`config.mk`:
```
export PLATFORM = sky130hd
export DESIGN_NAME = debug_loader
export DESIGN_NICKNAME = d
export VERILOG_FILES = /design/src/rtl/debug_loader.sv
export SDC_FILE = /design/constraint.sdc
export NUM_CORES = 1
export LEC_CHECK = 0
export ABC_AREA = 1
export CORE_AREA = 2 2 88 90
export CTS_CLUSTER_SIZE = 12
export DETAILED_ROUTE_END_ITERATION = 7
export DIE_AREA = 0 0 90 92
export GPL_TIMING_DRIVEN = 0
export PLACE_DENSITY_LB_ADDON = 0.05
export REMOVE_ABC_BUFFERS = 1
export SYNTH_ARGS = -nofsm -noshare
export SYNTH_HDL_FRONTEND = slang
export SYNTH_SLANG_ARGS = --single-unit
```
`constraint.sdc`:
```
create_clock -name clk -period 7.1 [get_ports clk]
set_input_delay 1.42 -clock clk [delete_from_list [all_inputs] [get_ports clk]]
set_output_delay 1.42 -clock clk [all_outputs]
set_load 0.1 [all_outputs]
```
`src/rtl/debug_loader.sv`:
```
`default_nettype none
// ============================================================================
//  Module      : debug_loader
//  Description : Byte-stream program loader. Parses CMD/ADDR/LEN frames from
//                a UART RX byte source and drives the core's debug write
//                port into imem/dmem, holding the core in reset while loading.
//  Revision    : 1.0  initial release
// ============================================================================
module debug_loader #(
    parameter int          AddrWidth     = 12,
    parameter int          TimeoutCycles = 100000,
    parameter bit          StartHalted   = 1'b1,
    parameter logic [7:0]  CmdImem       = 8'hA5,
    parameter logic [7:0]  CmdDmem       = 8'h5A,
    parameter logic [7:0]  CmdRun        = 8'h0F
) (
    input  logic                 clk,
    input  logic                 reset,
    input  logic [7:0]           rx_data_i,
    input  logic                 rx_valid_i,
    output logic                 rx_ready_o,
    output logic                 dbg_imem_o,
    output logic                 dbg_dmem_o,
    output logic [AddrWidth-1:0] dbg_addr_o,
    output logic [7:0]           dbg_data_o,
    output logic                 core_reset_o,
    output logic                 busy_o,
    output logic                 done_o,
    output logic                 err_o
);

    typedef enum logic [2:0] {
        S_RUN  = 3'd0,
        S_IDLE = 3'd1,
        S_A_LO = 3'd2,
        S_A_HI = 3'd3,
        S_L_LO = 3'd4,
        S_L_HI = 3'd5,
        S_DATA = 3'd6
    } state_e;

    localparam state_e C_RESET_STATE = StartHalted ? S_IDLE : S_RUN;

    // Idle-cycle counter only needs to reach TimeoutCycles-1 before aborting.
    localparam int             C_TMO_W    = (TimeoutCycles > 2) ? $clog2(TimeoutCycles) : 1;
    localparam logic [C_TMO_W-1:0] C_TMO_LAST = C_TMO_W'(TimeoutCycles - 1);
    localparam logic [C_TMO_W-1:0] C_TMO_ONE  = C_TMO_W'(1);

    state_e               state_q;
    logic                 tgt_dmem_q;      // 1: frame targets dmem, 0: imem
    logic [15:0]          addr_q;          // full frame address; low bits drive the port
    logic [15:0]          len_q;
    logic [C_TMO_W-1:0]   tmo_q;
    logic                 dbg_imem_q;
    logic                 dbg_dmem_q;
    logic [AddrWidth-1:0] dbg_addr_q;
    logic [7:0]           dbg_data_q;
    logic                 core_reset_q;
    logic                 done_q;
    logic                 err_q;

    logic                 rx_fire;
    logic                 in_frame;
    logic [15:0]          frame_len_d;
    logic                 is_load_cmd;

    assign rx_ready_o   = 1'b1;
    assign rx_fire      = rx_valid_i;
    assign in_frame     = (state_q != S_IDLE) && (state_q != S_RUN);
    assign frame_len_d  = {rx_data_i, len_q[7:0]};
    assign is_load_cmd  = (rx_data_i == CmdImem) || (rx_data_i == CmdDmem);

    // Frame parser, timeout watchdog and registered debug-port outputs.
    always_ff @(posedge clk or posedge reset) begin
        if (reset) begin
            state_q      <= C_RESET_STATE;
            tgt_dmem_q   <= 1'b0;
            addr_q       <= 16'd0;
            len_q        <= 16'd0;
            tmo_q        <= '0;
            dbg_imem_q   <= 1'b0;
            dbg_dmem_q   <= 1'b0;
            dbg_addr_q   <= '0;
            dbg_data_q   <= 8'd0;
            core_reset_q <= StartHalted;
            done_q       <= 1'b0;
            err_q        <= 1'b0;
        end else begin
            dbg_imem_q <= 1'b0;
            dbg_dmem_q <= 1'b0;
            done_q     <= 1'b0;
            err_q      <= 1'b0;

            // Watchdog: counts idle cycles inside a frame; any accepted byte clears it.
            if (in_frame && !rx_fire) begin
                if (tmo_q == C_TMO_LAST) begin
                    state_q <= S_IDLE;
                    err_q   <= 1'b1;
                    tmo_q   <= '0;
                end else begin
                    tmo_q <= tmo_q + C_TMO_ONE;
                end
            end else begin
                tmo_q <= '0;
            end

            if (rx_fire) begin
                case (state_q)
                    S_RUN: begin
                        // Non-load bytes are silently ignored while the core runs.
                        if (is_load_cmd) begin
                            tgt_dmem_q   <= (rx_data_i == CmdDmem);
                            state_q      <= S_A_LO;
                            core_reset_q <= 1'b1;
                        end
                    end
                    S_IDLE: begin
                        if (is_load_cmd) begin
                            tgt_dmem_q <= (rx_data_i == CmdDmem);
                            state_q    <= S_A_LO;
                        end else if (rx_data_i == CmdRun) begin
                            state_q      <= S_RUN;
                            core_reset_q <= 1'b0;
                        end else begin
                            err_q <= 1'b1;
                        end
                    end
                    S_A_LO: begin
                        addr_q[7:0] <= rx_data_i;
                        state_q     <= S_A_HI;
                    end
                    S_A_HI: begin
                        addr_q[15:8] <= rx_data_i;
                        state_q      <= S_L_LO;
                    end
                    S_L_LO: begin
                        len_q[7:0] <= rx_data_i;
                        state_q    <= S_L_HI;
                    end
                    S_L_HI: begin
                        len_q <= frame_len_d;
                        if (frame_len_d == 16'd0) begin
                            state_q <= S_IDLE;
                            done_q  <= 1'b1;
                        end else begin
                            state_q <= S_DATA;
                        end
                    end
                    S_DATA: begin
                        // Every byte here is payload, including ones that look like commands.
                        dbg_imem_q <= ~tgt_dmem_q;
                        dbg_dmem_q <= tgt_dmem_q;
                        dbg_addr_q <= addr_q[AddrWidth-1:0];
                        dbg_data_q <= rx_data_i;
                        addr_q     <= addr_q + 16'd1;
                        len_q      <= len_q - 16'd1;
                        if (len_q == 16'd1) begin
                            state_q <= S_IDLE;
                            done_q  <= 1'b1;
                        end
                    end
                    default: begin
                        state_q <= S_IDLE;
                    end
                endcase
            end
        end
    end

    assign dbg_imem_o   = dbg_imem_q;
    assign dbg_dmem_o   = dbg_dmem_q;
    assign dbg_addr_o   = dbg_addr_q;
    assign dbg_data_o   = dbg_data_q;
    assign core_reset_o = core_reset_q;
    assign busy_o       = in_frame;
    assign done_o       = done_q;
    assign err_o        = err_q;

endmodule
`default_nettype wire
```
# After elaboration in Yosys (flattened, before gate mapping)
# Index checks and enable logic that the tools add are counted.
# totals
input_bits	11
regBits	78
wordCells	86
out_inout_bits	27
# op_classes
reduce_logical	20
n_bitwise	1
mux	33
eq_ne	15
addsub	3
# op_table
operator	count
one-hot mux 8 bit (2 select lines)	4
two-way mux 17 bit	2
two-way mux 3 bit	8
one-hot mux 3 bit (7 select lines)	1
adder 17 x 1 -> 17 bit (second input constant)	1
equality test 17 bit (second input constant)	1
adder 16 x 1 -> 16 bit (second input constant)	1
equality test 16 x 1 -> 1 bit (second input constant)	1
zero test 16 bit	1
two-way mux 1 bit	16
subtractor 16 x 1 -> 16 bit (second input constant)	1
AND reduction 2 bit	5
nonzero test 2 bit	5
equality test 3 bit (second input constant)	3
equality test 8 x 4 -> 1 bit (second input constant)	1
equality test 8 x 7 -> 1 bit (second input constant)	1
equality test 8 bit (second input constant)	1
equality test 3 x 2 -> 1 bit (second input constant)	2
!= test 2 bit (second input constant)	3
AND reduction 5 bit	1
one-hot mux 1 bit (2 select lines)	2
equality test 3 x 1 -> 1 bit (second input constant)	1
zero test 3 bit	1
!= test 3 x 1 -> 1 bit (second input constant)	1
7 further kinds	8

# Longest topological paths before layout
# Gate-level depths: netlist of run 1.
# depth
word_depth	8
mapped_depth	12
depth_no_buf	12

# Worst setup path before layout of run 1
# Ideal clock, no wire load.
# synth_path
path_type	register -> output
start	register state_q[2]
end	output port busy_o
slack_ns	4.549
path_stages_with_launch	4
n_path_buf	1
t_arrival_ns	1.131
t_required_ns	5.680
cell_sequence	dfrtp_1 buf_4 nor2_1 inv_1
# synth_via
elab_chain_cells	2
elab_cells_between_ends	3
cone_classes	1 x eq/ne; 2 x reduce/logical
# synth_rtl
item	line	text
from (decl)	49	state_e state_q;
from (signal assigned)	76	state_q <= C_RESET_STATE;
from (signal assigned)	97	state_q <= S_IDLE;
from (signal assigned)	113	state_q <= S_A_LO;
!= test 3 x 1 -> 1 bit / nonzero test 3 bit (equally long branches)	69	assign in_frame = (state_q != S_IDLE) && (state_q != S_RUN);
logical AND 1 bit *	69	
to (decl)	27	output logic busy_o,
# Mark *: on every way between the ends. The rest lies on a longest branch, timed or not.

# Worst setup path after layout of run 1
# Ends and elaborated chain as after synthesis.

==> reports/qor.csv, run 1 <==
metric,value,unit
Min-Delay Endpoint,tmo_q[0],
TNS Setup,0,ns
Hold Buf Count CTS,0,
Max IR drop VDD,0.297,mV
CP Class,reg2out,
vias in the first global route,3579,
Worst R2R End,addr_q[0],
Final ANT Viol Nets,0,
Worst-path clk slew,0.07,ns
post-CTS sizing,0,
n_diodes,0,
Worst Clk Skew,0.00580,ns
core region area,7450,sq um
Hold WC Path Type,reg2reg,
total track usage,24.6,%
clock network power share,17.5,%
"EDFF count, synth",0,
Final period util,52.0,%
fin. max-slew vios,0,
minimum clock period,3.69,ns
most frequent cells in the layout,"nand2_1 (142), nor2_1 (86), inv_1 (79)",
Max-cap violations,0,
net total in the final layout,632,
number of setup violations in the final report,0,
Gate Count Post-Synth,581,
Pwr Density,401,nW/um^2
switch share,49.7,%
Via Count,3818,
Netlist cell types,37,
combinational power share,48.4,%
Post-Route WL,9710,um
total congestion overflow,0,
hold depth,1,
prevailing post-synth register cell,dfrtp_1,
hold_sp,tmo_q[0],
vias per cell,5.28,
RSZ-0062 raised after global routing,false,
share of cells above drive strength 1,7.41,%
die height,92,um
Hold Fails Final Rpt,0,
status,"complete, no violations",
Synth Cell Area,4250,sq um
Psw,968,uW
hpwl dp,7170,um
Initial DRT Pass Iterations,5,
startpoint types,register,
DRT iter0 DRCs,296,
clock buffer count from CTS,9,
P&R area growth vs syn,14.4,%
leakage,0.00230,uW
Sequential Power Share,34.1,%
clk_lat worst skew,0.36,ns
routability cong.,0.923,
TritonCTS clock tree,built,
Sink Count,74,
# port buffers,36,
max frequency,271,MHz
Die Area,8280,sq um
internal power,980,uW
largest net degree at the start of global routing,40,
H-tree depth,3,
reg-to-reg startpoint,state_q[1],
DRC Markers,0,
Post-synth ARST share,100,%
Starting Density,57.0,%
antenna violations before repair,0,
crit end category,primary output,
first-pass GRT wire length,16400,um
Root Buffer,clkbuf_8,
Seq cells post-synth,74,
Chip Width,90,um
# rows,32,
Clock Path Buffers,2,
Worst slew margin,34.8,%
Reg2Reg Depth,7,
top-level I/O count,38,
Ys Warns,0,
sequential share of the synthesized area,43.7,%
Multi-input gate area,1960,sq um
Max Fanout on Critical Path,8,
"most common cell after layout, fill and taps aside",nand2_1,
fill count,677,
Worst Path Required,5.68,ns
syn_area_per_cell,7.31,sq um
final hold slack,0.463,ns
area occupied by registers,1850,sq um
flop2flop setup slack,5.07,ns
post-DR wirelength/cell,13.4,um
crit path DAT,2.27,ns
Post-CTS Setup Bufs,0,
Slew @ Worst Pin,0.975,ns
==> sequential cells by signal, indices dropped and copies added, names as in the netlist <==
register	flops
tgt_dmem_q	1
core_reset_o	1
tmo_q	17
dbg_dmem_o	1
len_q	16
addr_q	12
done_o	1
dbg_imem_o	1
err_o	1
state_q	3
dbg_addr_o	12
dbg_data_o	8
==> cells by family after synthesis <==
| family | Yosys count | synth area share, % |
|---|---|---|
| flops | 74 | 43.7 |
| fa+ha+maj | 5 | 1.47 |
| compound gates | 90 | 12.4 |
| xor+xnor | 10 | 2.06 |
| simple gates | 299 | 30.0 |
| other cells | 1 | 0.0883 |
| buf+inv | 102 | 10.3 |
==> cells in the mapped netlist (3+ instances only) <==
master | number | area, sq um
dfrtp_1 | 72 | 1800
nor3_1 | 9 | 45.0
a21oi_1 | 18 | 90.1
inv_1 | 80 | 300
ha_1 | 5 | 62.6
a31oi_1 | 6 | 37.5
o211ai_1 | 3 | 22.5
o21ai_1 | 17 | 85.1
nand2_2 | 3 | 18.8
nor3_2 | 3 | 30.0
inv_2 | 8 | 30.0
o21ai_0 | 28 | 140
buf_4 | 3 | 22.5
o21ai_2 | 7 | 61.3
nor2_1 | 86 | 323
xor2_1 | 9 | 78.8
nor3b_1 | 3 | 22.5
nand4_1 | 8 | 50.1
a22oi_1 | 4 | 30.0
nand2_1 | 142 | 533
nand3_1 | 37 | 185
buf_6 | 5 | 56.3
buf_2 | 5 | 25.0
==> stage by stage <==
step / cells / worst slack [ns] / cell area [sq um] / total power, uW / utilization, %
after floorplan: 568 / 3.80 / 4140 / 1390 / -
after global placement: 706 / 2.56 / 4630 / 1590 / 62.2
after global routing: 723 / 3.32 / 4860 / 2070 / 65.3
after CTS: 723 / 3.39 / 4860 / 1960 / 65.3
final: 723 / 3.41 / 4860 / 1950 / 65.3
after detailed placement: 707 / 3.54 / 4650 / 1610 / 62.5
==> area by class of cell <==
| class | instances | share of cell area (%) |
|---|---|---|
| Clock inverter | 4 | 1.03 |
| Multi-Input combinational cell | 405 | 40.2 |
| Timing Repair Buffer | 37 | 7.83 |
| Sequential cell | 74 | 38.2 |
| Inverter | 89 | 6.93 |
| Tap cell | 102 | 2.63 |
| Clock buffer | 12 | 3.19 |
==> layer usage <==
layer | vias to the layer above | routed length [um] | global-route usage, %
li1 | 1921 | - | -
met3 | 15 | 512 | 4.44
met2 | 105 | 4540 | 40.7
met1 | 1777 | 4460 | 32.3
met5 | - | 0 | 0
met4 | 0 | 204 | 9.87
==> power groups by stage <==
stage / sequential, uW / clock, uW / combinational (uW)
floorplan: 987 / 0 / 400
global placement: 665 / 0 / 922
detailed placement: 671 / 0 / 942
CTS: 663 / 347 / 946
global route: 682 / 363 / 1020
finish: 664 / 341 / 943
==> worst max-delay path, cell delays in order (launching register included) <==
cell and delay [ns]:
dfrtp_1 0.53, nor2_1 0.13, inv_1 0.11, clkdlybuf4s50_1 1.14
==> how the worst max path moves through the flow <==
stage          cells past startpoint       start        end  slack [ns]
2_1_floorplan                      1       reset  addr_q[0]        3.80
3_5_place_dp                       6  rx_valid_i  addr_q[0]        3.54
4_1_cts                            3  state_q[2]     busy_o        3.39
5_1_grt                            3  state_q[2]     busy_o        3.32
3_3_place_gp                       2       reset  len_q[15]        2.56
6_report                           3  state_q[2]     busy_o        3.41
No activity file was read; power rests on OpenSTA's default activity.
==> run 2: changes to the inputs <==
Settings changed: CORE_AREA 2 2 88 90 to 2 2 89 91, DIE_AREA 0 0 90 92 to 0 0 91 93.
Clock period 7.1 ns to 3.4 ns, I/O delays scaled along.
==> reports/qor.csv, run 2 (same netlist as run 1, synthesis figures left out) <==
metric,value,unit
Worst Clk Skew,0.0141,ns
Chip Width,91,um
Largest register FFs,17,
"CP delay by family, top",buffers and inverters,
Worst slew margin,35.2,%
fin. max-slew vios,0,
top-level I/O count,38,
vias per cell,5.36,
Tot Pwr,4140,uW
crit path DAT,2.24,ns
minimum clock period,2.92,ns
# rows,32,
Starting Density,56.4,%
core region area,7530,sq um
Hold Buf Count CTS,0,
# port buffers,36,
crit end category,primary output,
Top reg by flops,tmo_q,
Via Count,3878,
total congestion overflow,0,
die height,93,um
post-DR wirelength/cell,13.5,um
Hold Fails Final Rpt,0,
Post-CTS Setup Bufs,0,
post-CTS sizing,0,
first-pass GRT wire length,16800,um
max frequency,342,MHz
Initial DRT Pass Iterations,5,
Root Buffer,clkbuf_8,
Buffers & Inverters on Critical Path,2,
H-tree depth,3,
startpoint types,register,
antenna violations before repair,0,
Sink Count,74,
clock buffer count from CTS,9,
hpwl dp,7020,um
routability cong.,0.879,
Slowest cell on crit path,clkdlybuf4s50_1,
P&R area growth vs syn,14.9,%
largest net degree at the start of global routing,42,
leakage,0.00232,uW
Hold WC Path Type,reg2reg,
n_diodes,0,
fill count,704,
Top Registers,"tmo_q x17, len_q x16",
DRT iter0 DRCs,245,
status,"complete, no violations",
clk_lat worst skew,0.36,ns
Multi-input gate area,1960,sq um
Worst-path clk slew,0.08,ns
number of setup violations in the final report,0,
Clock Path Buffers,2,
total track usage,24.7,%
Die Area,8460,sq um
most frequent cells in the layout,"nand2_1 (142), nor2_1 (86), inv_1 (79)",
Slew @ Worst Pin,0.969,ns
Final ANT Viol Nets,0,
Pwr Density,848,nW/um^2
Post-Route WL,9750,um
DRC Markers,0,
vias in the first global route,3692,
net total in the final layout,632,
post-layout util,64.8,%
RSZ-0062 raised after global routing,false,
final hold slack,0.465,ns
TritonCTS clock tree,built,
Final period util,85.9,%
Max Fanout on Critical Path,8,
share of cells above drive strength 1,7.57,%
Max-cap violations,0,
Max IR drop VDD,0.601,mV
area occupied by registers,1850,sq um
CP Class,reg2out,
CP Cell Sequence,nor2_1 -> inv_1 -> clkdlybuf4s50_1,
CP max stage delay,1.13,ns
"most common cell after layout, fill and taps aside",nand2_1,
Worst Path Required,2.72,ns
==> run 2: cell types whose count changed in the layout (fill, tap and decap cells not counted), sizes merged <==
| cell | delta |
|---|---|
| clkinv | +1 |
| clkbuf | -2 |
| clkinvlp | -2 |
| bufinv | +1 |
| inv | +2 |
==> run 2: worst reg2reg max path: stages, from the launching register on <==
cell and delay [ns]:
dfrtp_1 0.48, inv_2 0.10, nor2_4 0.15, inv_2 0.07
nor2_1 0.65, inv_1 0.25, o22ai_1 0.20, a22oi_1 0.08
==> run 2: cell type report <==
class | instances | area share, %
timing repair buffer | 37 | 7.79
multi-input combinational | 405 | 40.1
clock inverter | 6 | 1.79
sequential | 74 | 38.0
inverter | 89 | 6.90
tap | 102 | 2.62
clock buffer | 10 | 2.82
==> run 2: path summary, 6_finish.rpt <==
path / from / end / slack (ns) / depth (start not counted)
worst min register to register: tmo_q[0] / tmo_q[0] / 0.46 / 1
min in group asynchronous: reset / dbg_data_o[7] / 0.67 / 2
worst min-delay path: tmo_q[0] / tmo_q[0] / 0.46 / 1
max in group asynchronous: reset / state_q[2] / 2.15 / 3
worst max-delay path: state_q[2] / busy_o / 0.48 / 3
worst max register to register: state_q[1] / addr_q[3] / 1.31 / 7
==> run 2: stage by stage <==
step                setup WS [ns]  cells  TNS [ns]  cell area (sq um)
finish                      0.480    723         0               4880
global route                0.436    723         0               4880
CTS                         0.484    723         0               4880
detailed placement          0.544    707         0               4650
global placement           -0.422    706    -30.14               4630
floorplan                   0.842    568         0               4140
==> run 2: layer usage <==
layer | track usage (%) | vias to the layer above | wire length, um
li1 | - | 1915 | -
met1 | 32.2 | 1837 | 4530
met2 | 41.0 | 109 | 4510
met3 | 4.19 | 17 | 485
met4 | 10.2 | 0 | 219
met5 | 0 | - | 0
==> run 2: power breakdown <==
part	switching (uW)	total, uW	internal, uW
Sequential	219	1380	1170
Clock	349	785	436
Combinational	1470	1970	503
==> run 3: changes to the inputs <==
Settings changed: CAP_MARGIN set to 10, TNS_END_PERCENT set to 20.
==> results of run 3 <==
Same layout as run 2: the final DEF is identical, and so are final timing and power.
==> edit 1 (config.mk and constraints of run 3) <==
`AddrWidth`: 12 -> 11.
--- a/src/rtl/debug_loader.sv
+++ b/src/rtl/debug_loader.sv
@@ -9,3 +9,3 @@
 module debug_loader #(
-    parameter int          AddrWidth     = 12,
+    parameter int          AddrWidth     = 11,
     parameter int          TimeoutCycles = 100000,
Ports: changed (resized dbg_addr_o); port bits go from 38 to 37. The function was not compared with the original's and may differ.
==> edit 1 against run 3 <==
  * Wire length fell by 5.2%
  * Count of clock-buffer cells in the layout is 3 higher
  * Synthesized cell count is 5.3% lower
  * Non-clock buffer count shrank 2
  * Maximum frequency is 2.4% lower
  * Worst setup slack worse by 0.073 ns
  * Total power is 9.0% lower
  * Cell area down 5.1%
  * Synthesized area decreased by 3.3%
  * Sequential cell count is 2 lower
  * Largest power group unchanged
  * Highest routed layer unchanged
==> edit 1: results (changes against run 3) <==
STA
  • Fin crit share: 88.0% (+2.1 points)
  • Slew Limit Headroom: 35.1% (-0.15 points)
  • Clock Skews: 0.0106 ns (-0.00354 ns)

CTS
  • Worst-path clk slew: 0.06 ns (-0.02 ns)
  • Post-cts sizing count: 0 (unchanged)
  • H-tree Lvls: 3 (unchanged)
  • Root Buffer: clkbuf_8
  • Clock buffer depth: 2 (unchanged)
  • Worst-Skew Late Latency: 0.34 ns (-0.02 ns)

Route
  • 1st-iter DRT viols: 216 (-12%)
  • Wirelength, routed: 9240 µm (-5.2%)
  • Vias/cell: 5.22 (-2.8%)

Power
  • Lkg Pwr: 2.13 nW (-8.1%)
  • VDD IR-drop max: 0.534 mV (-11%)

Synthesis
  • Ys flop type: dfrtp_1
  • Post-synthesis sequential area ratio: 43.9% (+0.28 points)
  • Netlist cell types: 43 (+16%)
  • Top post-synthesis cells by area: dfrtp_1, nand2_1, nor2_1
  • Commonest cells in the netlist: nand2_1, nor2_1, inv_1

GRT
  • First-pass GRT wire length: 15,700 µm (-7.0%)
  • GRT Util Overall: 23.3% (-1.4 points)
  • Pin count of the biggest net entering global routing: 73 (+74%)
  • Vias in the first global route: 3,424 (-7.3%)

Critical path
  • R2R Path End: addr_q[0]
  • R2r setup slk: 1.40 ns (+0.09 ns)
  • Reg2reg path depth: 7 (unchanged)
  • Worst endpoint data arrival time: 2.31 ns (+0.07 ns)
  • CP delay by family, top: buffers and inverters
  • Critical-path maximum fanout: 9 (+1)
  • Largest stage delay, worst path: 1.14 ns
  • Critical-path top delay cell: clkdlybuf4s50_1
  • Crit path capture: busy_o

Placement
  • Final GP Congestion: 0.875 (-0.55%)
  • Placed Area: 4480 µm² (-3.8%)
  • Dpl ws: 0.667 ns (+0.124 ns)
  • HPWL after DPL: 6650 µm (-5.3%)
  • Port Buffer Count: 35 (-2.8%)

Layout
  • Fin nets: 600 (-5.1%)
  • Number of diodes: 0 (unchanged)
  • Share of layout cells above drive strength 1: 6.47% (-1.1 points)

Status
  • Status: completed

Worst hold path
  • HP Start: tgt_dmem_q
edit 1: changes by cell type after synthesis, sizes merged, moves of 3 or more:
cell / run 3 / this run
a21oi: 20 / 17
inv: 88 / 78
nand2: 146 / 141
nor2: 88 / 84
nor3: 12 / 8
o211ai: 3 / 0
o21a: 0 / 3
o21ai: 52 / 49
edit 1: through the flow:
stage	power [mW]	instances
2_1_floorplan	2.76	538
3_3_place_gp	3.16	675
3_5_place_dp	3.20	675
4_1_cts	3.78	689
5_1_grt	4.02	689
6_report	3.77	689
edit 1: final cells by class:
| type | count | area, µm² |
|---|---|---|
| clock buffers | 13 | 149 |
| clock inverters | 1 | 5.00 |
| fillers | 752 | 2890 |
| inverters | 79 | 299 |
| multi-input cells | 387 | 1900 |
| flip-flops and latches | 72 | 1800 |
| well taps | 102 | 128 |
| repair buffers | 35 | 350 |
edit 1: how the worst min path moves through the flow:
stage	depth (start not counted)	slack, ns	endpoint
final	1	0.46	dbg_imem_o
after global routing	1	0.49	dbg_imem_o
after detailed placement	1	0.45	dbg_imem_o
after CTS	1	0.46	dbg_imem_o
after floorplan	1	0.43	dbg_imem_o
after global placement	1	0.44	dbg_imem_o
edit 1: cell families after synthesis:
kind of cell	Yosys count	share of synthesized area, %
other cells	1	0.0913
simple gates	281	29.5
compound gates	87	12.3
buf+inv	91	9.84
flops	72	43.9
mux	1	0.274
xor+xnor	12	2.56
fa+ha+maj	5	1.52
edit 1: per-layer routing:
layer	track usage [%]	vias up	part of all wire (%)
met3	6.77	18	6.2
met2	35.2	93	45
met4	8.08	0	1.9
met1	32.2	1673	47
met5	0	-	0
li1	-	1810	-
edit 1: power by group:
group          internal (mW)  switching (mW)  leakage [nW]
Combinational          0.476            1.35          1.13
Sequential              1.13           0.227         0.918
Clock                  0.277           0.304        0.0794
Total                   1.88            1.89          2.13
==> edit 2 (flow settings as in run 3) <==
Made on the original files. Make the reset (`reset`) synchronous in one clocked block.
--- a/src/rtl/debug_loader.sv
+++ b/src/rtl/debug_loader.sv
@@ -73,3 +73,3 @@
     // Frame parser, timeout watchdog and registered debug-port outputs.
-    always_ff @(posedge clk or posedge reset) begin
+    always_ff @(posedge clk) begin
         if (reset) begin
Formal check against the unedited RTL: differs if reset is asserted again (counterexample within 4 cycles, from zero or initial values and one cycle with reset high); with reset held inactive, the same outputs for 4 cycles.
==> edit 2 against run 3 <==
  * Cell area fell by 9.9%
  * Synthesized area down 10%
  * First-iteration DRC count decreased by 11%
  * Die area stayed put
  * Sequential cell count did not move
  * Wire length shrank 6.0%
  * Hold slack worse by 0.015 ns
  * Worst setup slack worse by 0.011 ns
  * Critical path type unchanged
  * Largest cell class unchanged
Power is not compared: it rests on default switching activity, and its combinational part moved more than twofold at a synthesized area within 25%.
==> edit 2: results (changes against run 3) <==
Status
  • Status: completed

Critical path
  • R2r setup slk: 1.00 ns (-0.31 ns)
  • R2R Path Start: state_q[2]
  • Critical-path maximum fanout: 9 (+1)
  • R2R Path End: len_q[0]
  • Reg2reg path depth: 6 (-1)
  • Largest stage delay, worst path: 1.13 ns (about the same)

Synthesis
  • Synth Area in Adders: 1.64% (+0.17 points)
  • Post-synthesis sequential area ratio: 38.9% (-4.8 points)
  • Ys flop type: dfxtp_1
  • Netlist cell types: 36 (-2.7%)
  • Mux share of post-synthesis cell area: 0% (unchanged)
  • Mapped Area: 3810 µm² (-10%)
  • Top post-synthesis cells by area: dfxtp_1, nand2_1, o21ai_0
  • Synth async-reset ratio: 0% (-100 points)
  • Compound-gate portion of the synthesized area: 18.0% (+5.6 points)
  • Synth Area in XOR/XNOR: 3.22% (+1.2 points)

GRT
  • First-pass GRT wire length: 15,200 µm (-9.9%)
  • Vias in the first global route: 3,212 (-13%)
  • Pin count of the biggest net entering global routing: 44 (+4.8%)
  • Met2 usage: 36.4% (-4.6 points)
  • GRT Util Overall: 22.4% (-2.3 points)
  • Met3 Usage GRT: 3.38% (-0.81 points)
  • Met1 global-route usage: 29.7% (-2.5 points)

Power
  • VDD IR-drop max: 0.213 mV

CTS
  • Worst-path clk slew: 0.08 ns (about the same)
  • Clock buffer depth: 2 (unchanged)

Worst hold path
  • Worst hold path class: reg2reg
  • Hold endpoint: dbg_imem_o
  • HP Start: tgt_dmem_q

Layout
  • # fillers: 758 (+7.7%)
  • Fin nets: 601 (-4.9%)
  • Share of layout cells above drive strength 1: 5.26% (-2.3 points)

Route
  • Wirelength, routed: 9160 µm (-6.0%)
  • Vias/cell: 5.28 (-1.6%)
  • 1st-iter DRT viols: 218 (-11%)

Placement
  • Final GP Congestion: 0.848 (-3.6%)
  • Dpl ws: -0.124 ns (-0.667 ns)
  • Placed Area: 4200 µm² (-9.8%)
  • HPWL after DPL: 6480 µm (-7.8%)

STA
  • Worst-margin pin slew: 1.11 ns (+0.144 ns)
  • Clock Skews: 0.00882 ns (-0.00533 ns)
## edit 2: cell types whose count changed after synthesis, sizes merged, moves of 4 or more
| cell | change |
|---|---|
| inv | -20 |
| a21oi | +22 |
| a31oi | +8 |
| nand3 | -4 |
| nor2 | -10 |
| nand2 | -38 |
| clkbuf | +6 |
| a22oi | -4 |
| nand4 | +4 |
| dfxtp | +74 |
| dfrtp | -72 |
| o21ai | +12 |
## edit 2: cells by family (layout without fill, tap and decap cells)
group | Yosys count | count (layout)
buffers and inverters | 87 | 121
and+or+nand+nor | 249 | 249
adders and majority gates | 5 | 5
other | 1 | 1
DFF | 74 | 74
AOI/OAI and AO/OA | 125 | 125
xor gates and xnor gates | 14 | 14
## edit 2: layout make-up
| class | instances | area [µm²] | share of cell area, % |
|---|---|---|---|
| sequential | 74 | 1480 | 33.7 |
| inverter | 69 | 259 | 5.89 |
| multi-input combinational | 394 | 1970 | 44.8 |
| timing repair buffer | 37 | 388 | 8.82 |
| tap | 102 | 128 | 2.90 |
| clock buffer | 13 | 159 | 3.61 |
| clock inverter | 2 | 12.5 | 0.285 |
## edit 2: power groups by stage
stage	clock, mW	sequential [mW]	combinational (mW)
5_1_grt	0.666	0.872	0.0926
3_3_place_gp	0	0.892	0.0805
4_1_cts	0.637	0.871	0.0810
2_1_floorplan	0	0.898	0.0393
6_report	0.623	0.872	0.0852
3_5_place_dp	0	0.892	0.0812
## edit 2: metrics by stage
stage	utilization [%]	cells	hold WS [ns]
finish	58.4	691	0.450
floorplan	-	537	0.413
global placement	55.8	675	0.431
global route	58.4	691	0.468
CTS	58.0	690	0.452
detailed placement	55.8	675	0.441
## edit 2: how the worst max path moves through the flow
stage,from,endpoint,slack [ns],cells past startpoint
floorplan,rx_valid_i,len_q[0],1.51,5
global placement,reset,tmo_q[2],-0.08,6
detailed placement,reset,tmo_q[2],-0.12,6
CTS,reset,tmo_q[2],0.27,6
global route,state_q[2],busy_o,0.41,3
finish,state_q[2],busy_o,0.47,3
## edit 2: routing by layer
metal	part of all wire [%]	vias up
met5	0	-
met4	1.5	0
li1	-	1874
met1	49	1687
met2	46	76
met3	3.7	9
## edit 2: critical path, delay by kind of cell, from the launching register on
| family | cells | cell delay, ns |
|---|---|---|
| flops | 1 | 0.56 |
| buf+inv | 2 | 1.22 |
| simple gates | 1 | 0.12 |
